File: src/rtl/pwm_fade_pkg.sv
// Shared types and defaults for the PWM fade scheduler.
// Optional build macro: PWM_FADE_PREEMPT_EN (commands may retarget a busy channel).
package pwm_fade_pkg;

  localparam int unsigned BITS_DEF       = 7;
  localparam int unsigned INTERVAL_W_DEF = 16;
  localparam int unsigned NUM_CH_DEF     = 3;

  localparam int unsigned CH_RED   = 0;
  localparam int unsigned CH_GREEN = 1;
  localparam int unsigned CH_BLUE  = 2;

  typedef enum logic [1:0] {
    IDLE      = 2'd0,
    RAMP_UP   = 2'd1,
    RAMP_DOWN = 2'd2
  } fade_state_e;

endpackage

File: src/rtl/pwm_fade_channel.sv
// One fade channel: ramps its threshold one LSB per interval toward the latched target.
// A load while ramping (only issued in the PWM_FADE_PREEMPT_EN build) retargets in place.
module pwm_fade_channel
  import pwm_fade_pkg::*;
#(
  parameter int unsigned BITS       = BITS_DEF,
  parameter int unsigned INTERVAL_W = INTERVAL_W_DEF
) (
  input  logic                  clk,
  input  logic                  rst,
  input  logic                  load_i,
  input  logic [BITS-1:0]       target_i,
  input  logic [INTERVAL_W-1:0] interval_i,
  output logic [BITS-1:0]       threshold_o,
  output logic                  busy_o,
  output logic                  done_o
);

  fade_state_e           state_q;
  logic [BITS-1:0]       thr_q;
  logic [BITS-1:0]       tgt_q;
  logic [INTERVAL_W-1:0] ivl_q;
  logic [INTERVAL_W-1:0] cnt_q;
  logic                  done_q;

  logic [INTERVAL_W-1:0] ivl_d;
  logic [BITS-1:0]       thr_d;
  logic                  step_c;

  // Zero interval behaves as one cycle per step; next threshold follows ramp direction.
  assign ivl_d  = (interval_i == '0) ? INTERVAL_W'(1) : interval_i;
  assign step_c = (cnt_q == (ivl_q - INTERVAL_W'(1)));
  assign thr_d  = (state_q == RAMP_UP) ? (thr_q + BITS'(1)) : (thr_q - BITS'(1));

  // Channel FSM, interval counter and threshold register.
  always_ff @(posedge clk) begin
    if (rst) begin
      state_q <= IDLE;
      thr_q   <= '0;
      tgt_q   <= '0;
      ivl_q   <= '0;
      cnt_q   <= '0;
      done_q  <= 1'b0;
    end else begin
      done_q <= 1'b0;
      if (load_i) begin
        tgt_q <= target_i;
        ivl_q <= ivl_d;
        cnt_q <= '0;
        if (target_i > thr_q) begin
          state_q <= RAMP_UP;
        end else if (target_i < thr_q) begin
          state_q <= RAMP_DOWN;
        end else begin
          state_q <= IDLE;
          done_q  <= 1'b1;
        end
      end else if (state_q != IDLE) begin
        if (step_c) begin
          cnt_q <= '0;
          thr_q <= thr_d;
          if (thr_d == tgt_q) begin
            state_q <= IDLE;
            done_q  <= 1'b1;
          end
        end else begin
          cnt_q <= cnt_q + INTERVAL_W'(1);
        end
      end
    end
  end

  assign threshold_o = thr_q;
  assign busy_o      = (state_q != IDLE);
  assign done_o      = done_q;

endmodule

File: src/rtl/pwm_fade_ctrl.sv
// Command-driven fade scheduler for a bank of PWM channels.
// Optional build macro: PWM_FADE_PREEMPT_EN (accept commands to busy channels and retarget).
module pwm_fade_ctrl
  import pwm_fade_pkg::*;
#(
  parameter int unsigned BITS       = BITS_DEF,
  parameter int unsigned NUM_CH     = NUM_CH_DEF,
  parameter int unsigned INTERVAL_W = INTERVAL_W_DEF
) (
  input  logic                   clk,
  input  logic                   rst,
  input  logic                   cmd_valid,
  output logic                   cmd_ready,
  input  logic [1:0]             cmd_ch,
  input  logic [BITS-1:0]        cmd_target,
  input  logic [INTERVAL_W-1:0]  cmd_interval,
  output logic [NUM_CH*BITS-1:0] threshold,
  output logic [NUM_CH-1:0]      busy,
  output logic [NUM_CH-1:0]      done_pulse
);

  // cmd_ch can address four slots; slots beyond NUM_CH read as never busy.
  localparam int unsigned CH_SLOTS = 4;

  logic [CH_SLOTS-1:0] busy_ext;
  logic                accept_c;

  assign busy_ext = CH_SLOTS'(busy);

  // Ready depends only on reset, the addressed channel and registered busy.
`ifdef PWM_FADE_PREEMPT_EN
  assign cmd_ready = !rst;
`else
  assign cmd_ready = !rst && !busy_ext[cmd_ch];
`endif

  assign accept_c = cmd_valid && cmd_ready;

  // One independent fade channel per output slice; out-of-range commands load nothing.
  for (genvar i = 0; i < NUM_CH; i++) begin : g_ch
    logic load_c;
    assign load_c = accept_c && (cmd_ch == 2'(i));

    pwm_fade_channel #(
      .BITS       (BITS),
      .INTERVAL_W (INTERVAL_W)
    ) u_ch (
      .clk         (clk),
      .rst         (rst),
      .load_i      (load_c),
      .target_i    (cmd_target),
      .interval_i  (cmd_interval),
      .threshold_o (threshold[i*BITS +: BITS]),
      .busy_o      (busy[i]),
      .done_o      (done_pulse[i])
    );
  end

endmodule
File: config.mk
export PLATFORM = sky130hd
export DESIGN_NAME = pwm_fade_ctrl
export DESIGN_NICKNAME = d
export VERILOG_FILES = /design/src/rtl/pwm_fade_pkg.sv /design/src/rtl/pwm_fade_channel.sv /design/src/rtl/pwm_fade_ctrl.sv
export SDC_FILE = /design/constraint.sdc
export NUM_CORES = 1
export LEC_CHECK = 0
export BUFFER_PORTS_ARGS = -buffer_cell sky130_fd_sc_hd__buf_2
export CORE_ASPECT_RATIO = 1.75
export CORE_MARGIN = 5
export CORE_UTILIZATION = 50
export CTS_CLUSTER_DIAMETER = 150
export DETAILED_ROUTE_END_ITERATION = 10
export GPL_TIMING_DRIVEN = 1
export PLACE_DENSITY = 0.68
export SLEW_MARGIN = 5
export SYNTH_ARGS = -nofsm -noshare
export SYNTH_HDL_FRONTEND = slang
export SYNTH_SLANG_ARGS = --single-unit
File: constraint.sdc
create_clock -name clk -period 3.52 [get_ports clk]
set_clock_uncertainty 0.05 [all_clocks]
set_input_delay 0.352 -clock clk [delete_from_list [all_inputs] [get_ports clk]]
set_output_delay 0.352 -clock clk [all_outputs]
set_load 0.01 [all_outputs]
; Word-level counts from Yosys, hierarchy flattened
; Index checks and enable logic that the tools add are counted.
[word_totals]
elab_cells = 126
in_bits = 28
reg_bits = 147
output_inout_bits = 28
[classes]
n_reduce_logical = 30
n_addsub = 12
order_cmp = 7
eq_ne = 11
muxes = 45
n_bitwise = 3
[op_table]
columns = op, count
row1 = $mux W16, 4
row2 = $add A16 B1 Y16 const B, 3
row3 = $eq A16 B16 Y1, 3
row4 = $sub A16 B1 Y16 const B, 3
row5 = $mux W2, 18
row6 = $reduce_bool A2 Y1, 12
row7 = $add A7 B1 Y7 const B, 3
row8 = $eq A7 B7 Y1, 3
row9 = $gt A7 B7 Y1, 3
row10 = $lt A7 B7 Y1, 3
row11 = $mux W7, 3
row12 = $sub A7 B1 Y7 const B, 3
row13 = $mux W1, 19
row14 = $reduce_and A3 Y1, 6
row15 = $logic_not A16 Y1, 1
row16 = $eq A2 B1 Y1 const B, 4
row17 = $reduce_or A2 Y1, 3
row18 = $logic_and A1 B1 Y1, 5
row19 = $lt A2 B3 Y1 const B, 1
row20 = $not A1 Y1, 3
row21 = $bmux W1 S2, 1
row22 = $eq A2 B2 Y1 const B, 1
row23 = $logic_not A1 Y1, 2
row24 = $logic_not A2 Y1, 1

; Depth between registers and ports, before layout
; Gate-level depths: netlist (run 1).
[depth]
word_depth = 9
depth_mapped = 13
mapped_depth_nobuf = 11

; Modules after synthesis
; A second synthesis (run 1) with hierarchy kept.
[hier_totals]
hier_cells = 1080
area_unflattened_um2 = 9237.6
[by_module_without_submodules]
columns = mod, seq_area_each_um2, area_per_inst_um2, n_inst, cells_per_inst
row1 = pwm_fade_channel at g_ch[0].u_ch ..., 980.9, 3119.2, 2, 369
row2 = pwm_fade_channel at g_ch[2].u_ch, 980.9, 2932.8, 1, 334
row3 = pwm_fade_ctrl, 0.0, 66.3, 1, 8

; Worst setup path after synthesis (run 1)
; No wires, ideal clock.
[synth_path]
path_type = flip-flop to flip-flop
from = reg g_ch[0].u_ch.ivl_q[0]
to = reg g_ch[0].u_ch.cnt_q[10]
arrival_time_ns = 2.728
stages_incl_launch_ff = 14
path_slack_ns = 0.624
synth_period_minus_slack_ns = 2.896
n_path_buf = 3
path_cell_list = dfxtp_1 clkbuf_2 inv_1 ha_1 buf_2 or4b_4 nor3_4 a21oi_1 nand4b_1 nor4_2 nand4_2 nand3_1 buf_2 nor2_1
[synth_via]
elab_chain_len = 3
[synth_rtl]
columns = item, line_no
row1 = from (decl), pwm_fade_channel.sv:22  ; logic [INTERVAL_W-1:0] ivl_q;
row2 = from (signal assigned), pwm_fade_channel.sv:48  ; ivl_q <= ivl_d;
row3 = $sub A16 B1 Y16, pwm_fade_channel.sv:32  ; assign step_c = (cnt_q == (ivl_q - INTERVAL_W'(1)));
row4 = $eq A16 B16 Y1, pwm_fade_channel.sv:32
row5 = $mux W16, pwm_fade_channel.sv:59  ; if (step_c) begin
row6 = to (signal assigned), pwm_fade_channel.sv:67  ; cnt_q <= cnt_q + INTERVAL_W'(1);
row7 = to (decl), pwm_fade_channel.sv:23  ; logic [INTERVAL_W-1:0] cnt_q;
; No other way between the ends.
; A chain may end at the register's enable or synchronous reset.

; Worst setup path in the final report (run 1)
[layout_path]
from = reg g_ch[1].u_ch.ivl_q[0]
to = reg g_ch[1].u_ch.cnt_q[7]
[layout_via]
elab_chain_len = 3
[layout_rtl]
columns = item, line_no
row1 = from (decl), pwm_fade_channel.sv:22
row2 = from (signal assigned), pwm_fade_channel.sv:48
row3 = $sub A16 B1 Y16, pwm_fade_channel.sv:32
row4 = $eq A16 B16 Y1, pwm_fade_channel.sv:32
row5 = $mux W16, pwm_fade_channel.sv:59
row6 = to (signal assigned), pwm_fade_channel.sv:67
row7 = to (decl), pwm_fade_channel.sv:23
; No other way between the ends.

==> results of run 1 <==
==> worst max-delay path, stage by stage, from the launching register on <==
cell,delay (ns)
dfxtp_1,0.38
inv_1,0.08
ha_1,0.32
nor3b_1,0.62
nand3_1,0.28
o31ai_1,0.26
a21o_2,0.17
nand4_1,0.18
nor4_4,0.19
buf_4,0.22
nand2b_4,0.24
nor2_1,0.07
==> cells in the mapped netlist, drive strengths merged, types with 8 or more instances <==
| library cell | count | area share |
|---|---|---|
| dfxtp | 147 | 0.32 |
| ha | 42 | 0.057 |
| inv | 53 | 0.022 |
| nor2b | 12 | 0.0085 |
| nor2 | 127 | 0.052 |
| a211oi | 12 | 0.010 |
| clkbuf | 37 | 0.015 |
| and3 | 8 | 0.0055 |
| a21oi | 101 | 0.055 |
| a21o | 8 | 0.0067 |
| mux2i | 14 | 0.015 |
| nand4 | 22 | 0.016 |
| buf | 15 | 0.012 |
| nand3 | 29 | 0.018 |
| xor2 | 56 | 0.054 |
| o21ai | 34 | 0.019 |
| nor4 | 22 | 0.018 |
| nand2 | 177 | 0.073 |
| xnor2 | 74 | 0.071 |
| nand3b | 8 | 0.0066 |
| nand2b | 15 | 0.011 |
| nor3 | 33 | 0.020 |
| o21a | 10 | 0.0082 |
==> per-stage QoR <==
step | hold slack, ns | power (mW) | area (um^2) | util | cells
6_report | 0.145 | 3.93 | 10200 | 0.563 | 1446
5_1_grt | 0.142 | 4.08 | 10200 | 0.563 | 1446
4_1_cts | 0.131 | 3.96 | 10200 | 0.563 | 1446
3_5_place_dp | 0.406 | 2.17 | 9580 | 0.530 | 1414
3_3_place_gp | 0.396 | 2.17 | 9580 | 0.530 | 1414
2_1_floorplan | 0.386 | 2.05 | 9150 | - | 1164
==> layer usage <==
layer  vias to the layer above  share of wire  track usage  routed length (um)
met2                       174           0.52        0.412               12300
met4                         0          0.048        0.122                1130
met1                      3841           0.39        0.250                9320
li1                       4109              -            -                   -
met5                         -              0            0                   0
met3                        72          0.035       0.0365                 829
==> flip-flops by register name (all words and copies together) (netlist names) <==
signal and count:
g_ch.u_ch.cnt_q 48, g_ch.u_ch.ivl_q 48, g_ch.u_ch.tgt_q 21, g_ch.u_ch.threshold_o 21, g_ch.u_ch.state_q 6, g_ch.u_ch.done_o 3
==> area by class of cell <==
type                    instances  area, um^2
fillers                      1773        7900
clock buffers                  20         447
multi-input cells             912        5770
clock inverters                12         134
flip-flops and latches        147        2940
inverters                      53         199
repair buffers                 68         375
well taps                     234         293
==> how the worst max path moves through the flow <==
stage / to / slack [ns]
6_report: g_ch[1].u_ch.cnt_q[7] / 0.35
5_1_grt: g_ch[1].u_ch.cnt_q[10] / 0.03
4_1_cts: g_ch[1].u_ch.cnt_q[15] / 0.40
3_5_place_dp: g_ch[1].u_ch.cnt_q[7] / 0.42
3_3_place_gp: g_ch[1].u_ch.cnt_q[15] / 0.49
2_1_floorplan: g_ch[0].u_ch.cnt_q[10] / 0.62
==> cell families (layout without fill, tap and decap cells) <==
kind of cell,count (synthesis),count (layout)
simple gates,496,496
compound gates,224,224
fa+ha+maj,45,45
mux,15,15
xor+xnor,132,132
buf+inv,105,153
flops,147,147
==> power by group <==
group / internal [mW] / leakage [nW] / switching (mW)
clock: 1.06 / 0.268 / 0.727
combinational: 0.163 / 2.42 / 0.259
sequential: 1.69 / 1.19 / 0.0298
total: 2.91 / 3.87 / 1.02
==> summary.txt, run 1 <==
Timing
  – Worst slew margin: 0.453
  – Slew @ Worst Pin: 0.821 ns
  – Setup ws final: 0.345 ns
  – Final Setup Violations: 0
  – Max Transition Viols Final: 0
  – Setup TNS: 0 ns
  – RSZ-0062 raised after global routing: no
  – Crit path time final: between 3 and 4 ns
  – Final hold violation count: 0
  – FMAX: 0.315 GHz
  – Tcrit/Tclk final: 0.902

Clock network
  – Clk_lat worst skew: roughly 0.44 ns
  – Hold-fix buffers, CTS: 0
  – Clk sinks: 147
  – Postcts setup bufs: 0
  – H-tree level count: 4
  – Longest Clk Path Bufs: 2
  – CTS tree: yes
  – Worst-path clk slew: 0.06 ns
  – CTS root buf: clkbuf_16
  – Post-cts resize count: 0
  – Num CTS Buffers: 17

Placed design
  – DP HPWL: between 15 and 20 mm
  – GPL Wtd Cong: just over 0.9
  – Port Buffer Count: 55
  – Dpl ws: roughly 0.42 ns

Min path
  – Worst Hold End: g_ch[2].u_ch.tgt_q[0]
  – Worst Hold Launch: cmd_target[0]
  – Worst Hold Path Cells: 3
  – Worst Hold Class: primary input to flip-flop

Setup path
  – Reg2reg start: g_ch[1].u_ch.ivl_q[0]
  – Startpoint Class: flip-flop
  – Critical Path End Type: flip-flop
  – CP max FO: 15
  – FF-to-FF End: g_ch[1].u_ch.cnt_q[7]
  – Setup CP Type: flip-flop to flip-flop
  – Reg2Reg Depth: 11
  – Worst setup startpoint: g_ch[1].u_ch.ivl_q[0]
  – R2r setup slk: about 0.35 ns
  – Arrival time worst endpoint: ~3.4 ns
  – Required @ worst endpoint: ~3.8 ns

Floorplanning
  – I/O pin total: between 50 and 60
  – Die extent in y: 189 um
  – Die area: 0.0212 mm^2
  – Starting density of the core: 0.507
  – FP Rows: 65
  – Die extent in x: 112 um
  – Core Area: roughly 0.018 mm^2

Drt
  – Iteration-0 DRC Markers: a little under 400
  – Remaining antenna violation count after routing: 0
  – Vias per Instance: 5.67
  – Remaining DRCs: 0
  – 1st-pass router iterations: 6
  – Routed Wire Length: about 24 mm
  – Avg WL per Cell: around 16 um
  – Via Count: slightly above 8k

Yosys
  – Synthesized Nets: 1237
  – Simple-Gate Fraction of Synth Area: 0.266
  – Library cells used by synthesis: 85
  – Top FF cell, synth: dfxtp_1
  – Yosys reg bits: roughly 150
  – Avg Cell Area, Syn: roughly 8 um^2
  – Number of synthesized flops with an enable pin: 0
  – Adder-Cell Fraction of Synth Area: 0.0640
  – Asr flop ratio synth: 0
  – Syn Inst Count: approximately 1.2k
  – Mux contribution to synthesized area: 0.0165
  – Compound-gate portion of the synthesized area: 0.152
  – Syn. warnings: 0
  – Largest family of logic cells by synthesized area: simple AND/OR/NAND/NOR gates
  – Register area share after synthesis: 0.322
  – Xor and xnor area share after synthesis: 0.129
  – Area of the mapped netlist: between 0.009 and 0.01 mm^2

GRT
  – Initial antenna violation count: 0
  – Final global-route overflow total: 0
  – Largest net degree at the start of global routing: 78
  – Vias in the first global route: between 8k and 9k
  – Global-route wire length before repair: 39.4 mm
  – Total Routing Usage GR: 0.227

Final layout
  – Final net count: approximately 1.3k
  – Most common cell after layout, fill and taps aside: nand2_1
  – Commonest non-fill, non-tap cells in the layout: nand2_1 (177), dfxtp_1 (147), nor2_1 (127)
  – Antenna fix cells: 0
  – Area growth, synth to finish: 11.0%
  – Share of layout cells above drive strength 1: 0.103

Pwr
  – PwrDens: between 300 and 400 mW/mm^2
  – Maximum vdd ir drop: 0.241 mV
  – Leak Pwr: slightly below 4 nW

Status
  – Status: complete, no violations

Flow run
  – Number of max-cap violations: 0
(Power assumes the default switching activity.)
==> run 2: changes to the inputs <==
--- a/config.mk
+++ b/config.mk
@@ -13,6 +13,7 @@
 export DETAILED_ROUTE_END_ITERATION = 10
 export GPL_TIMING_DRIVEN = 1
 export PLACE_DENSITY = 0.68
+export REMOVE_ABC_BUFFERS = 1
 export SLEW_MARGIN = 5
 export SYNTH_ARGS = -nofsm -noshare
 export SYNTH_HDL_FRONTEND = slang
==> summary.txt, run 2 (synthesis results as in run 1) <==
Status
  – Status: complete, no violations (unchanged)

Pwr
  – PwrDens: 394 mW/mm^2 (was 386 mW/mm^2)
  – Leak Pwr: 3.91 nW (was 3.87 nW)
  – Maximum vdd ir drop: 0.321 mV (was 0.241 mV)
  – Tot Pwr: 4.02 mW (was 3.93 mW)

Setup path
  – Worst path bufs/invs: 2 (unchanged)
  – Slowest stage delay, CP: 0.54 ns (was 0.62 ns)
  – Setup CP Type: flip-flop to flip-flop (unchanged)
  – Most frequent CP cell: a21oi_1
  – CP max stage cell: or4b_4 (was nor3b_1)
  – CP cell instances: inv_1, ha_1, or4b_4, nor3_4, a21oi_1, nand4b_1, nor4_2, nand4_2, buf_4, or3_1, a21oi_1 (was inv_1, ha_1, nor3b_1, nand3_1, o31ai_1, a21o_2, nand4_1, nor4_4, buf_4, nand2b_4, nor2_1)
  – Arrival time worst endpoint: 3.33 ns (was 3.44 ns)
  – CP max FO: 7 (was 15)
  – Top delay family on crit path: simple AND/OR/NAND/NOR gates (unchanged)
  – Critical Path End Type: flip-flop (unchanged)
  – Required @ worst endpoint: 3.83 ns (was 3.79 ns)
  – Startpoint Class: flip-flop (unchanged)

Drt
  – Iteration-0 DRC Markers: 405 (was 397)
  – Remaining antenna violation count after routing: 0 (unchanged)
  – Routed Wire Length: 23.5 mm (was 23.6 mm)
  – Vias per Instance: 5.64 (was 5.67)
  – Remaining DRCs: 0 (unchanged)
  – Via Count: 8167 (was 8196)
  – 1st-pass router iterations: 6 (unchanged)
  – Avg WL per Cell: 16.2 um (was 16.3 um)

Timing
  – Final hold violation count: 0 (unchanged)
  – FMAX: 0.331 GHz (was 0.315 GHz)
  – Crit path time final: 3.02 ns (was 3.17 ns)
  – Tcrit/Tclk final: 0.858 (was 0.902)
  – Worst slew margin: 0.473 (was 0.453)
  – Final Setup Violations: 0 (unchanged)
  – WHS: 0.144 ns (was 0.145 ns)
  – Max Transition Viols Final: 0 (unchanged)
  – RSZ-0062 raised after global routing: no (unchanged)
  – Slew @ Worst Pin: 0.790 ns (was 0.821 ns)
  – Setup TNS: 0 ns (unchanged)
  – Setup ws final: 0.501 ns (was 0.345 ns)

Clock network
  – Longest Clk Path Bufs: 2 (unchanged)
  – Hold-fix buffers, CTS: 0 (unchanged)
  – Worst-path clk slew: 0.06 ns (about the same)
  – CTS root buf: clkbuf_16 (unchanged)
  – H-tree level count: 4 (unchanged)
  – CTS tree: yes (unchanged)
  – Clk_lat worst skew: 0.43 ns (was 0.44 ns)
  – Postcts setup bufs: 0 (unchanged)
  – Num CTS Buffers: 17 (unchanged)
  – Post-cts resize count: 0 (unchanged)
  – Clk sinks: 147 (unchanged)

Placed design
  – Port Buffer Count: 55 (unchanged)
  – Dpl cell area: 0.00960 mm^2 (was 0.00958 mm^2)
  – GPL Wtd Cong: 0.921 (was 0.905)
  – Dpl ws: 0.484 ns (was 0.419 ns)
  – DP HPWL: 17.8 mm (was 17.9 mm)

Floorplanning
  – Die extent in x: 112 um (unchanged)
  – Die area: 0.0212 mm^2 (unchanged)
  – Core Area: 0.0181 mm^2 (unchanged)
  – Die extent in y: 189 um (unchanged)
  – Starting density of the core: 0.507 (unchanged)
  – FP Rows: 65 (unchanged)
  – I/O pin total: 56 (unchanged)

GRT
  – Global-route wire length before repair: 39.3 mm (was 39.4 mm)
  – Largest net degree at the start of global routing: 75 (was 78)
  – Initial antenna violation count: 0 (unchanged)
  – Final global-route overflow total: 0 (unchanged)
  – Total Routing Usage GR: 0.226 (was 0.227)
  – Vias in the first global route: 8088 (was 8007)

Min path
  – Worst Hold Class: primary input to flip-flop (unchanged)

Final layout
  – Design area: 0.0102 mm^2 (about the same)
  – Share of layout cells above drive strength 1: 0.105 (was 0.103)
  – Commonest non-fill, non-tap cells in the layout: nand2_1 (177), dfxtp_1 (147), nor2_1 (127) (unchanged)
  – Fill cell count: 1780 (was 1773)
  – Antenna fix cells: 0 (unchanged)
  – Top flop regs: g_ch.u_ch.cnt_q x48, g_ch.u_ch.ivl_q x48 (unchanged)
  – Area growth, synth to finish: 11.5% (was 11.0%)
  – Final net count: 1275 (was 1272)
  – Most common cell after layout, fill and taps aside: nand2_1 (unchanged)

Flow run
  – Number of max-cap violations: 0 (unchanged)
==> run 2: area by class of cell <==
type	count	area [um^2]	area share
Inverter	53	199	0.0195
Timing Repair Buffer	71	398	0.0390
Clock buffer	21	450	0.0441
Tap cell	234	293	0.0287
Clock inverter	11	154	0.0151
Sequential cell	147	2940	0.288
Multi-Input combinational cell	912	5770	0.565
==> run 2: path summary, 6_finish.rpt <==
kind / start / end / slack (ns) / cells past startpoint
worst max-delay path: g_ch[0].u_ch.ivl_q[0] / g_ch[0].u_ch.threshold_o[6] / 0.50 / 11
worst min register to register: g_ch[1].u_ch.ivl_q[14] / g_ch[1].u_ch.ivl_q[14] / 0.40 / 2
worst max register to register: g_ch[0].u_ch.ivl_q[0] / g_ch[0].u_ch.threshold_o[6] / 0.50 / 11
worst min-delay path: cmd_interval[11] / g_ch[2].u_ch.ivl_q[11] / 0.14 / 3
==> run 2: power breakdown <==
| group | internal [mW] | leakage (nW) | switching, mW |
|---|---|---|---|
| sequential | 1.69 | 1.19 | 0.0297 |
| combinational | 0.167 | 2.43 | 0.262 |
| clock | 1.14 | 0.288 | 0.741 |
| total | 2.99 | 3.91 | 1.03 |
==> run 2: worst reg2reg max path: stages (launching register included) <==
cell and delay [ns]:
dfxtp_1 0.37, inv_1 0.08, ha_1 0.28, or4b_4 0.54, nor3_4 0.23, a21oi_1 0.09
nand4b_1 0.19, nor4_2 0.26, nand4_2 0.16, buf_4 0.22, or3_1 0.35, a21oi_1 0.14
==> run 2: routing by layer <==
metal	wire [um]	track usage	share of wire
met5	0	0	0
met4	1120	0.124	0.048
met3	703	0.0377	0.030
met2	12500	0.420	0.53
met1	9190	0.238	0.39
==> run 2: metrics by stage <==
step                instances  utilization
floorplan                1112            -
global route             1449        0.565
finish                   1449        0.565
global placement         1417        0.532
detailed placement       1417        0.532
CTS                      1449        0.565
==> run 3: changes to the inputs <==
--- a/config.mk
+++ b/config.mk
@@ -8,11 +8,10 @@
 export BUFFER_PORTS_ARGS = -buffer_cell sky130_fd_sc_hd__buf_2
 export CORE_ASPECT_RATIO = 1.75
 export CORE_MARGIN = 5
-export CORE_UTILIZATION = 50
+export CORE_UTILIZATION = 40
 export CTS_CLUSTER_DIAMETER = 150
 export DETAILED_ROUTE_END_ITERATION = 10
 export GPL_TIMING_DRIVEN = 1
-export PLACE_DENSITY = 0.68
 export REMOVE_ABC_BUFFERS = 1
 export SLEW_MARGIN = 5
 export SYNTH_ARGS = -nofsm -noshare
==> summary.txt, run 3 (synthesis results as in run 1) <==
Clock network
  – Clk sinks: 147 (unchanged)
  – Worst-path clk slew: 0.06 ns (about the same)
  – Post-cts resize count: 0 (unchanged)
  – Longest Clk Path Bufs: 2 (unchanged)
  – Num CTS Buffers: 17 (unchanged)
  – Clk_lat worst skew: 0.43 ns (about the same)
  – CTS tree: yes (unchanged)
  – Hold-fix buffers, CTS: 0 (unchanged)
  – H-tree level count: 4 (unchanged)
  – CTS root buf: clkbuf_16 (unchanged)
  – Postcts setup bufs: 0 (unchanged)

Status
  – Status: complete, no violations (unchanged)

Drt
  – Vias per Instance: 5.38 (was 5.64)
  – Iteration-0 DRC Markers: 509 (was 405)
  – Via Count: 8129 (was 8167)
  – 1st-pass router iterations: 5 (was 6)
  – Avg WL per Cell: 16.1 um (was 16.2 um)
  – Routed Wire Length: 24.3 mm (was 23.5 mm)
  – Remaining DRCs: 0 (unchanged)
  – Remaining antenna violation count after routing: 0 (unchanged)

Final layout
  – Commonest non-fill, non-tap cells in the layout: nand2_1 (177), dfxtp_1 (147), nor2_1 (127) (unchanged)
  – Final net count: 1271 (was 1275)
  – Antenna fix cells: 0 (unchanged)
  – Fill cell count: 2363 (was 1780)
  – Most common cell after layout, fill and taps aside: nand2_1 (unchanged)
  – Share of layout cells above drive strength 1: 0.102 (was 0.105)
  – Top flop regs: g_ch.u_ch.cnt_q x48, g_ch.u_ch.ivl_q x48 (unchanged)
  – Design area: 0.0103 mm^2 (was 0.0102 mm^2)
  – Finished Core Util: 0.455 (was 0.565)
  – Area growth, synth to finish: 12.5% (was 11.5%)

Min path
  – Worst Hold Class: primary input to flip-flop (unchanged)
  – Worst Hold Launch: cmd_interval[9] (was cmd_interval[11])

Floorplanning
  – FP Rows: 73 (was 65)
  – Core Area: 0.0227 mm^2 (was 0.0181 mm^2)
  – Die extent in y: 210 um (was 189 um)
  – Starting density of the core: 0.404 (was 0.507)
  – Die extent in x: 124 um (was 112 um)
  – I/O pin total: 56 (unchanged)
  – Die area: 0.0261 mm^2 (was 0.0212 mm^2)

GRT
  – Largest net degree at the start of global routing: 64 (was 75)
  – Total Routing Usage GR: 0.186 (was 0.226)
  – Initial antenna violation count: 0 (unchanged)
  – Vias in the first global route: 8171 (was 8088)
  – Global-route wire length before repair: 39.9 mm (was 39.3 mm)
  – Final global-route overflow total: 0 (unchanged)

Setup path
  – Worst setup startpoint: g_ch[1].u_ch.state_q[1] (was g_ch[0].u_ch.ivl_q[0])
  – Arrival time worst endpoint: 3.42 ns (was 3.33 ns)
  – Required @ worst endpoint: 3.79 ns (was 3.83 ns)
  – Critical Path End Type: flip-flop (unchanged)
  – CP max FO: 10 (was 7)
  – Setup CP Type: flip-flop to flip-flop (unchanged)
  – Reg2reg start: g_ch[1].u_ch.state_q[1] (was g_ch[0].u_ch.ivl_q[0])
  – Startpoint Class: flip-flop (unchanged)

Placed design
  – Dpl ws: 0.406 ns (was 0.484 ns)
  – DP HPWL: 18.6 mm (was 17.8 mm)
  – GPL Wtd Cong: 0.903 (was 0.921)
  – Port Buffer Count: 55 (unchanged)
  – Dpl cell area: 0.00965 mm^2 (was 0.00960 mm^2)

Timing
  – Final hold violation count: 0 (unchanged)
  – Crit path time final: 3.15 ns (was 3.02 ns)
  – Worst slew margin: 0.530 (was 0.473)
  – Max Transition Viols Final: 0 (unchanged)
  – FMAX: 0.318 GHz (was 0.331 GHz)
  – Setup ws final: 0.371 ns (was 0.501 ns)
  – Setup TNS: 0 ns (unchanged)
  – Tcrit/Tclk final: 0.895 (was 0.858)
  – RSZ-0062 raised after global routing: no (unchanged)
  – Final Setup Violations: 0 (unchanged)
  – Slew @ Worst Pin: 0.698 ns (was 0.790 ns)

Pwr
  – Maximum vdd ir drop: 0.367 mV (was 0.321 mV)
  – Tot Pwr: 4.15 mW (was 4.02 mW)
  – PwrDens: 403 mW/mm^2 (was 394 mW/mm^2)
  – Leak Pwr: 3.91 nW (about the same)

Flow run
  – Number of max-cap violations: 0 (unchanged)
## run 3: cell count changes in the layout (fill, tap and decap cells not counted), sizes merged
cell and delta:
buf -4, bufinv +2, clkbuf -2, clkinv -2
inv +2, clkinvlp -1
## run 3: metal layers
layer | track usage | wire (um)
met3 | 0.0330 | 677
met4 | 0.103 | 1070
met5 | 0 | 0
met2 | 0.351 | 12800
met1 | 0.192 | 9700
## run 3: path summary, 6_finish.rpt
kind	cells after the start	slack, ns	to
worst min register to register	2	0.40	g_ch[1].u_ch.ivl_q[14]
worst max-delay path	11	0.37	g_ch[1].u_ch.state_q[0]
worst min-delay path	3	0.15	g_ch[0].u_ch.ivl_q[9]
worst max register to register	11	0.37	g_ch[1].u_ch.state_q[0]
## run 3: power by group
part	leakage (nW)	switching (mW)	internal [mW]
clock	0.314	0.732	1.28
combinational	2.41	0.262	0.163
sequential	1.19	0.0293	1.69
## run 3: critical path, cell delays in order, from the launching register on
cell	delay, ns
dfxtp_1	0.36
nand2b_1	0.36
inv_1	0.16
fa_1	0.42
xnor2_1	0.25
xnor2_1	0.18
o2111ai_1	0.16
nor4_1	0.25
o31ai_1	0.13
nor3_1	0.35
nand2_1	0.11
a32o_1	0.27
## run 3: per-stage QoR
stage / instances / hold WS [ns]
floorplan: 1112 / 0.371
global placement: 1479 / 0.393
detailed placement: 1479 / 0.398
CTS: 1510 / 0.131
global route: 1510 / 0.156
finish: 1510 / 0.154
## run 3: cell type report
type | instances | area, um^2 | area share
clock inverter | 12 | 203 | 0.0197
multi-input combinational | 912 | 5770 | 0.560
sequential | 147 | 2940 | 0.286
tap | 300 | 375 | 0.0364
timing repair buffer | 67 | 368 | 0.0357
inverter | 53 | 199 | 0.0193
clock buffer | 19 | 443 | 0.0430
